==> config.mk <==
export PLATFORM = sky130hd
export DESIGN_NAME = axis_pulse_integrator
export DESIGN_NICKNAME = d
export VERILOG_FILES = /design/src/rtl/axis_pulse_pkg.sv /design/src/rtl/pulse_phase_counter.sv /design/src/rtl/axis_pulse_integrator.sv
export SDC_FILE = /design/constraint.sdc
export NUM_CORES = 1
export LEC_CHECK = 0
export BUFFER_PORTS_ARGS = -buffer_cell sky130_fd_sc_hd__buf_2
export CAP_MARGIN = 25
export CORE_MARGIN = 2
export CORE_UTILIZATION = 61
export DETAILED_ROUTE_END_ITERATION = 8
export GPL_ROUTABILITY_DRIVEN = 0
export HOLD_SLACK_MARGIN = 0.06
export PLACE_DENSITY = 0.81
export SLEW_MARGIN = 20
export SYNTH_ARGS = -nofsm -noshare
export SYNTH_HDL_FRONTEND = slang
export SYNTH_SLANG_ARGS = --single-unit
export TNS_END_PERCENT = 100
==> constraint.sdc <==
create_clock -name aclk -period 9.1 [get_ports aclk]
set_input_delay 0.455 -clock aclk [delete_from_list [all_inputs] [get_ports aclk]]
set_output_delay 0.455 -clock aclk [all_outputs]
set_load 0.05 [all_outputs]
==> src/rtl/axis_pulse_pkg.sv <==
// Shared types and constants for the boxcar pulse integrator.
// Holds the FSM state encoding and the bit layout of the status word.
package axis_pulse_pkg;

    typedef enum logic [2:0] {
        ST_IDLE    = 3'd0,
        ST_PRE     = 3'd1,
        ST_RAMP_UP = 3'd2,
        ST_PULSE   = 3'd3,
        ST_RAMP_DN = 3'd4,
        ST_POST    = 3'd5,
        ST_EMIT    = 3'd6
    } pulse_state_e;

    // Status word layout: {pulse_count[27:0], reserved, state[2:0]}
    localparam int STS_STATE_LSB = 0;
    localparam int STS_STATE_W   = 3;
    localparam int STS_RSVD_BIT  = 3;
    localparam int STS_CNT_LSB   = 4;
    localparam int STS_CNT_W     = 28;

    // True in the states that consume samples from the input stream.
    function automatic logic is_run_state(input pulse_state_e s);
        return (s == ST_PRE) || (s == ST_RAMP_UP) || (s == ST_PULSE) ||
               (s == ST_RAMP_DN) || (s == ST_POST);
    endfunction

endpackage

==> src/rtl/pulse_phase_counter.sv <==
// Sample counter shared by every phase of the measurement period.
// Raises advance_o on the L-th accepted sample of a phase of length L, or
// immediately when the phase length is zero; the count then restarts at 0.
module pulse_phase_counter
    import axis_pulse_pkg::*;
#(
    parameter int CNTR_WIDTH = 16
) (
    input  logic                  aclk,
    input  logic                  aresetn,
    input  logic                  clear_i,
    input  logic                  active_i,
    input  logic                  accept_i,
    input  logic [CNTR_WIDTH-1:0] len_i,
    output logic                  advance_o,
    output logic                  zero_len_o
);

    localparam logic [CNTR_WIDTH-1:0] CNT_ZERO = {CNTR_WIDTH{1'b0}};
    localparam logic [CNTR_WIDTH-1:0] CNT_ONE  = {{(CNTR_WIDTH-1){1'b0}}, 1'b1};

    logic [CNTR_WIDTH-1:0] cnt_q;
    logic [CNTR_WIDTH-1:0] cnt_d;
    logic                  last_s;

    // Decode the end-of-phase strobe and compute the next count.
    always_comb begin
        zero_len_o = (len_i == CNT_ZERO);
        last_s     = accept_i && (cnt_q == (len_i - CNT_ONE));
        advance_o  = active_i && (zero_len_o || last_s);
        if (clear_i || !active_i) begin
            cnt_d = CNT_ZERO;
        end else if (advance_o) begin
            cnt_d = CNT_ZERO;
        end else if (accept_i) begin
            cnt_d = cnt_q + CNT_ONE;
        end else begin
            cnt_d = cnt_q;
        end
    end

    // Sample counter register.
    always_ff @(posedge aclk or negedge aresetn) begin
        if (!aresetn) begin
            cnt_q <= CNT_ZERO;
        end else begin
            cnt_q <= cnt_d;
        end
    end

endmodule

==> src/rtl/axis_pulse_integrator.sv <==
// Boxcar pulse integrator: integrates offset (PRE+POST) and pulse windows of
// an AXI-Stream sample stream, averages 2^N periods of (pulse - offset) and
// emits the mean on an AXI-Stream result port with an overload flag.
// Optional macro AXIS_PULSE_INTEGRATOR_STICKY_EN makes the overload flag
// sticky until ovl_clear.
module axis_pulse_integrator
    import axis_pulse_pkg::*;
#(
    parameter int AXIS_TDATA_WIDTH = 16,
    parameter int CNTR_WIDTH       = 16,
    parameter int ACC_WIDTH        = 32,
    parameter int AVG_LOG2_MAX     = 8
) (
    input  logic                        aclk,
    input  logic                        aresetn,
    input  logic                        cfg_enable,
    input  logic [CNTR_WIDTH-1:0]       cfg_offset_len,
    input  logic [CNTR_WIDTH-1:0]       cfg_ramp_len,
    input  logic [CNTR_WIDTH-1:0]       cfg_width_len,
    input  logic [3:0]                  cfg_avg_log2,
    input  logic [ACC_WIDTH-1:0]        cfg_threshold,
    input  logic                        ovl_clear,
    input  logic [AXIS_TDATA_WIDTH-1:0] s_axis_tdata,
    input  logic                        s_axis_tvalid,
    output logic                        s_axis_tready,
    output logic [ACC_WIDTH-1:0]        m_axis_tdata,
    output logic                        m_axis_tvalid,
    input  logic                        m_axis_tready,
    output logic                        m_axis_tlast,
    output logic                        overload,
    output logic [31:0]                 sts_data
);

    localparam int PCNT_W = AVG_LOG2_MAX + 1;
    localparam logic [PCNT_W-1:0]     PCNT_ZERO = {PCNT_W{1'b0}};
    localparam logic [PCNT_W-1:0]     PCNT_ONE  = {{(PCNT_W-1){1'b0}}, 1'b1};
    localparam logic [ACC_WIDTH-1:0]  ACC_ZERO  = {ACC_WIDTH{1'b0}};
    localparam logic [CNTR_WIDTH-1:0] LEN_ZERO  = {CNTR_WIDTH{1'b0}};
    localparam logic [STS_CNT_W-1:0]  PC_ONE    = {{(STS_CNT_W-1){1'b0}}, 1'b1};
    localparam logic [3:0]            AVG_MAX_4 = 4'(AVG_LOG2_MAX);

    pulse_state_e state_q, state_d;

    // Configuration latched at period-group start
    logic [CNTR_WIDTH-1:0] off_len_q, ramp_len_q, width_len_q;
    logic [3:0]            n_q;
    logic [ACC_WIDTH-1:0]  thr_q;

    logic [ACC_WIDTH-1:0]  offset_acc_q, offset_acc_d;
    logic [ACC_WIDTH-1:0]  pulse_acc_q, pulse_acc_d;
    logic [ACC_WIDTH-1:0]  avg_acc_q, avg_acc_d;
    logic [PCNT_W-1:0]     period_cnt_q, period_cnt_d;
    logic [STS_CNT_W-1:0]  pulse_count_q, pulse_count_d;
    logic [ACC_WIDTH-1:0]  m_tdata_q, m_tdata_d;
    logic                  m_tvalid_q, m_tvalid_d;
    logic                  overload_q, overload_d;

    logic [CNTR_WIDTH-1:0] phase_len_s;
    logic                  phase_active_s;
    logic                  phase_advance_s;
    logic                  zero_len_s;
    logic                  accept_s;
    logic                  latch_cfg_s;
    logic                  abort_s;
    logic                  period_end_s;
    logic                  emit_s;
    logic                  last_period_s;
    logic [3:0]            n_clamp_s;
    logic [PCNT_W-1:0]     period_last_s;
    logic [ACC_WIDTH-1:0]  sample_ext_s;
    logic [ACC_WIDTH-1:0]  offset_sum_s;
    logic [ACC_WIDTH-1:0]  diff_s;
    logic [ACC_WIDTH-1:0]  avg_sum_s;
    logic [ACC_WIDTH-1:0]  result_s;
    logic                  compare_s;

`ifndef AXIS_PULSE_INTEGRATOR_STICKY_EN
    logic unused_ovl_clear_s;
    assign unused_ovl_clear_s = ovl_clear;
`endif

    // Select the length of the phase currently being counted.
    always_comb begin
        phase_len_s    = LEN_ZERO;
        phase_active_s = 1'b1;
        case (state_q)
            ST_PRE, ST_POST:        phase_len_s = off_len_q;
            ST_RAMP_UP, ST_RAMP_DN: phase_len_s = ramp_len_q;
            ST_PULSE:               phase_len_s = width_len_q;
            default:                phase_active_s = 1'b0;
        endcase
    end

    // A zero-length phase holds tready low for its single cycle.
    assign s_axis_tready = is_run_state(state_q) && !zero_len_s;
    assign accept_s      = s_axis_tvalid && s_axis_tready;

    pulse_phase_counter #(
        .CNTR_WIDTH (CNTR_WIDTH)
    ) u_phase_cnt (
        .aclk       (aclk),
        .aresetn    (aresetn),
        .clear_i    (abort_s),
        .active_i   (phase_active_s),
        .accept_i   (accept_s),
        .len_i      (phase_len_s),
        .advance_o  (phase_advance_s),
        .zero_len_o (zero_len_s)
    );

    assign n_clamp_s     = (cfg_avg_log2 > AVG_MAX_4) ? AVG_MAX_4 : cfg_avg_log2;
    assign period_last_s = (PCNT_ONE << n_q) - PCNT_ONE;
    assign last_period_s = (period_cnt_q == period_last_s);

    // FSM next state; the enable check precedes phase advance so an abort wins.
    always_comb begin
        state_d      = state_q;
        latch_cfg_s  = 1'b0;
        abort_s      = 1'b0;
        period_end_s = 1'b0;
        case (state_q)
            ST_IDLE: begin
                if (cfg_enable) begin
                    state_d     = ST_PRE;
                    latch_cfg_s = 1'b1;
                end else begin
                    state_d = ST_IDLE;
                end
            end
            ST_PRE, ST_RAMP_UP, ST_PULSE, ST_RAMP_DN, ST_POST: begin
                if (!cfg_enable) begin
                    state_d = ST_IDLE;
                    abort_s = 1'b1;
                end else if (phase_advance_s) begin
                    case (state_q)
                        ST_PRE:     state_d = ST_RAMP_UP;
                        ST_RAMP_UP: state_d = ST_PULSE;
                        ST_PULSE:   state_d = ST_RAMP_DN;
                        ST_RAMP_DN: state_d = ST_POST;
                        default: begin
                            period_end_s = 1'b1;
                            state_d      = last_period_s ? ST_EMIT : ST_PRE;
                        end
                    endcase
                end else begin
                    state_d = state_q;
                end
            end
            ST_EMIT: begin
                if (m_axis_tready && cfg_enable) begin
                    state_d     = ST_PRE;
                    latch_cfg_s = 1'b1;
                end else if (m_axis_tready) begin
                    state_d = ST_IDLE;
                end else begin
                    state_d = ST_EMIT;
                end
            end
            default: state_d = ST_IDLE;
        endcase
    end

    // End-of-period arithmetic, including the sample accepted on the closing edge.
    always_comb begin
        sample_ext_s = {{(ACC_WIDTH-AXIS_TDATA_WIDTH){s_axis_tdata[AXIS_TDATA_WIDTH-1]}},
                        s_axis_tdata};
        if (accept_s && ((state_q == ST_PRE) || (state_q == ST_POST))) begin
            offset_sum_s = offset_acc_q + sample_ext_s;
        end else begin
            offset_sum_s = offset_acc_q;
        end
        diff_s    = pulse_acc_q - offset_sum_s;
        avg_sum_s = avg_acc_q + diff_s;
        result_s  = $signed(avg_sum_s) >>> n_q;
        compare_s = ($signed(result_s) < $signed(thr_q));
        emit_s    = period_end_s && last_period_s;
    end

    // Accumulator, period counter and result-register next state.
    always_comb begin
        offset_acc_d  = offset_acc_q;
        pulse_acc_d   = pulse_acc_q;
        avg_acc_d     = avg_acc_q;
        period_cnt_d  = period_cnt_q;
        pulse_count_d = pulse_count_q;
        m_tdata_d     = m_tdata_q;
        m_tvalid_d    = m_tvalid_q;
        if (abort_s) begin
            offset_acc_d = ACC_ZERO;
            pulse_acc_d  = ACC_ZERO;
            avg_acc_d    = ACC_ZERO;
            period_cnt_d = PCNT_ZERO;
        end else if (period_end_s) begin
            offset_acc_d  = ACC_ZERO;
            pulse_acc_d   = ACC_ZERO;
            pulse_count_d = pulse_count_q + PC_ONE;
            if (last_period_s) begin
                avg_acc_d    = ACC_ZERO;
                period_cnt_d = PCNT_ZERO;
                m_tdata_d    = result_s;
                m_tvalid_d   = 1'b1;
            end else begin
                avg_acc_d    = avg_sum_s;
                period_cnt_d = period_cnt_q + PCNT_ONE;
            end
        end else if (accept_s && (state_q == ST_PULSE)) begin
            pulse_acc_d = pulse_acc_q + sample_ext_s;
        end else if (accept_s) begin
            offset_acc_d = offset_sum_s;
        end else begin
            offset_acc_d = offset_acc_q;
        end
        if ((state_q == ST_EMIT) && m_axis_tready) begin
            m_tvalid_d = 1'b0;
        end else begin
            m_tvalid_d = m_tvalid_d;
        end
    end

    // Overload flag next state (level or sticky).
    always_comb begin
        overload_d = overload_q;
`ifdef AXIS_PULSE_INTEGRATOR_STICKY_EN
        if (emit_s && compare_s) begin
            overload_d = 1'b1;
        end else if (ovl_clear) begin
            overload_d = 1'b0;
        end else begin
            overload_d = overload_q;
        end
`else
        if (emit_s) begin
            overload_d = compare_s;
        end else begin
            overload_d = overload_q;
        end
`endif
    end

    // State, datapath and output registers.
    always_ff @(posedge aclk or negedge aresetn) begin
        if (!aresetn) begin
            state_q       <= ST_IDLE;
            off_len_q     <= LEN_ZERO;
            ramp_len_q    <= LEN_ZERO;
            width_len_q   <= LEN_ZERO;
            n_q           <= 4'd0;
            thr_q         <= ACC_ZERO;
            offset_acc_q  <= ACC_ZERO;
            pulse_acc_q   <= ACC_ZERO;
            avg_acc_q     <= ACC_ZERO;
            period_cnt_q  <= PCNT_ZERO;
            pulse_count_q <= {STS_CNT_W{1'b0}};
            m_tdata_q     <= ACC_ZERO;
            m_tvalid_q    <= 1'b0;
            overload_q    <= 1'b0;
        end else begin
            state_q       <= state_d;
            offset_acc_q  <= offset_acc_d;
            pulse_acc_q   <= pulse_acc_d;
            avg_acc_q     <= avg_acc_d;
            period_cnt_q  <= period_cnt_d;
            pulse_count_q <= pulse_count_d;
            m_tdata_q     <= m_tdata_d;
            m_tvalid_q    <= m_tvalid_d;
            overload_q    <= overload_d;
            if (latch_cfg_s) begin
                off_len_q   <= cfg_offset_len;
                ramp_len_q  <= cfg_ramp_len;
                width_len_q <= cfg_width_len;
                n_q         <= n_clamp_s;
                thr_q       <= cfg_threshold;
            end else begin
                off_len_q   <= off_len_q;
                ramp_len_q  <= ramp_len_q;
                width_len_q <= width_len_q;
                n_q         <= n_q;
                thr_q       <= thr_q;
            end
        end
    end

    assign m_axis_tdata  = m_tdata_q;
    assign m_axis_tvalid = m_tvalid_q;
    assign m_axis_tlast  = m_tvalid_q;
    assign overload      = overload_q;

    // Pack the status word from registered state.
    always_comb begin
        sts_data = 32'h0000_0000;
        sts_data[STS_STATE_LSB +: STS_STATE_W] = state_q;
        sts_data[STS_RSVD_BIT]                 = 1'b0;
        sts_data[STS_CNT_LSB +: STS_CNT_W]     = pulse_count_q;
    end

endmodule

==> results_dict.tcl <==
set metrics [dict create \
    ys_ff_latch 270 \
    cts_tree "built" \
    drc_errors 0 \
    synth_seq_area_share 0.337 \
    dieWidth_um 185 \
    synth_top_area_frac 0.337 \
    cts.sinks 270 \
    portBuffers 171 \
    dp_hpwl_mm 38.1 \
    nNetsFinal 2596 \
    worst_pin_slew_ns 0.917 \
    grt_max_degree 160 \
    endpoint_kind "register" \
    finalHoldViolations 0 \
    cts_max_level 1 \
    diodes 0 \
    cp_slowest_cell "o311ai_0" \
    die_height_um 185 \
    grt_antenna_before_repair 0 \
    setup_tns_ns 0 \
    grt_pass1_wl_mm 84.2 \
    groute.usage.overall 0.301 \
    initial_utilization 0.618 \
    row_count 66 \
    drt_iter0_drc 1331 \
    ys_warn_count 0 \
    synth_common_cells "dfrtp_1, nand2_1, a21oi_1" \
    layout-drive-gt1-share 0.200 \
    syn_area_sq_mm 0.0201 \
    worstSetupStartpointType "register" \
    syn-num-nets 2414 \
    overflow 0 \
    setup_violations 0 \
    async_flop_share 1.00 \
    hold_path.class "input pin to register" \
    post-route-min-period_ns 8.74 \
    clockRootBuffer "clkbuf_16" \
    via_count 17300 \
    ys_top_cells_by_area "dfrtp_1, ha_1, mux2_2" \
    area.growth.synth_to_final_pct 13.9 \
    io_pins 174 \
    clk_path_buf_depth 3 \
    drt-total-wl_mm 52.1 \
    worst-path-max-fanout 4 \
    status "complete, no violations" \
    die_area_sq_mm 0.0344 \
    synth_edf_count 0 \
    cts_buffers 29 \
    synthDistinctLibCells 81 \
    max_freq_ghz 0.114 \
    clk_latency_ns 0.56 \
    utilization 0.704 \
    path_class "register to register" \
    ys.flop_type "dfrtp_1" \
    wl_per_cell_um 18.7 \
    synth_most_common_cell "dfrtp_1" \
    fin_worst_skew_ns 0.0153 \
    ant_nets 0 \
    crit_arrival_ns 9.21 \
    slew_violations 0 \
    drt-pass1-iter-count 7 \
    required_ns 9.57 \
    cp_slowest_stage_delay_ns 0.54 \
    synth_top_cell_by_area "dfrtp_1" \
    netlist_instances 2144 \
    crit_path_frequent_cell "a21o_1" \
    slew_headroom 0.386 \
    synth_area_per_cell_sq_um 9.36 \
    finalCritPeriodShare 0.961 \
    viasPerCell 6.21 \
    path_clk_slew_ns 0.06 \
    cap_violations 0 \
    core_area_sq_mm 0.0325 \
    grt_pass1_vias 17200 \
]
-- critical path: cells and delay by family (launching register included) --
| family | cells | cell delay (ns) |
|---|---|---|
| flip-flops | 1 | 0.42 |
| buffers and inverters | 4 | 0.50 |
| adder cells (fa/ha/maj) | 4 | 1.46 |
| XOR/XNOR | 1 | 0.08 |
| multiplexers | 3 | 0.81 |
| AND/OR/NAND/NOR | 5 | 1.01 |
| AO/OA/AOI/OAI | 20 | 4.39 |
-- what timing repair did --
action	in CTS	in global routing
hold buffers	1	0
setup endpoints to repair	0	1
setup buffers	0	7
resized for setup	0	44
hold endpoints to repair	111	0
-- through the flow --
step | cell area, sq um | instances | setup WS [ns] | hold WS (ns)
floorplan | 20100 | 2144 | 0.395 | 0.159
CTS | 22600 | 2777 | 0.000567 | 0.109
global placement | 21600 | 2728 | 0.0963 | 0.461
finish | 22800 | 2785 | 0.358 | 0.129
detailed placement | 21600 | 2728 | 0.0160 | 0.467
global route | 22800 | 2785 | -0.0787 | 0.123
-- state kept, by name (all words and copies together) (netlist names) --
signal	flops
thr_q	32
state_q	3
ramp_len_q	16
off_len_q	16
period_cnt_q	9
n_q	4
m_axis_tdata	32
avg_acc_q	32
u_phase_cnt.cnt_q	16
overload	1
pulse_acc_q	32
m_axis_tlast	1
offset_acc_q	32
width_len_q	16
pulse_count_q	28
-- cell type report --
type	count	area [sq um]
clock buffer	38	810
clock inverter	10	206
inverter	115	432
tap	442	553
sequential	270	6760
timing repair buffer	246	1480
fill	2388	9610
multi-input combinational	1664	12600
-- layout by cell type, fill, tap and decap left out, drive strengths merged, types with 38 or more instances in the layout --
cell	instances
mux2i	49
xnor2	98
buf	245
nand2	167
o21ai	97
inv	114
ha	131
a21oi	157
mux2	140
xor2	52
clkbuf	38
dfrtp	270
a21o	47
nor2	157
nand3	57
-- kinds of logic (layout without fill, tap and decap cells) --
kind of cell,after synthesis,count (layout),synth area share
simple gates,625,625,0.154
compound gates,526,526,0.173
flops,270,270,0.337
buf+inv,210,409,0.0425
mux,197,197,0.112
fa+ha+maj,164,164,0.115
xor+xnor,151,151,0.0667
other cells,1,1,0.000187
-- final timing paths --
check                                                      to  slack, ns                     startpoint  cells past startpoint
worst max-delay path                     overload$_DFFE_PN0P_       0.36    offset_acc_q[1]$_DFFE_PN0P_                     37
worst min-delay path                 off_len_q[4]$_DFFE_PN0P_       0.13              cfg_offset_len[4]                      2
worst max register to register           overload$_DFFE_PN0P_       0.36    offset_acc_q[1]$_DFFE_PN0P_                     37
worst min register to register  pulse_count_q[27]$_DFFE_PN0P_       0.48  pulse_count_q[27]$_DFFE_PN0P_                      1
max in group asynchronous              state_q[0]$_DFFE_PN0P_       7.15                        aresetn                      3
min in group asynchronous                thr_q[8]$_DFFE_PN0P_       0.53                        aresetn                      2
-- per-layer routing --
metal,share of wire,vias up,track usage
met5,0,-,0
met4,0.036,0,0.107
met3,0.056,155,0.0401
met2,0.49,622,0.529
met1,0.41,8406,0.379
li1,-,8121,-
Power is left out: the tool's default activity adds up to more than one toggle a clock period on the data nets, which glitch-free logic cannot reach.
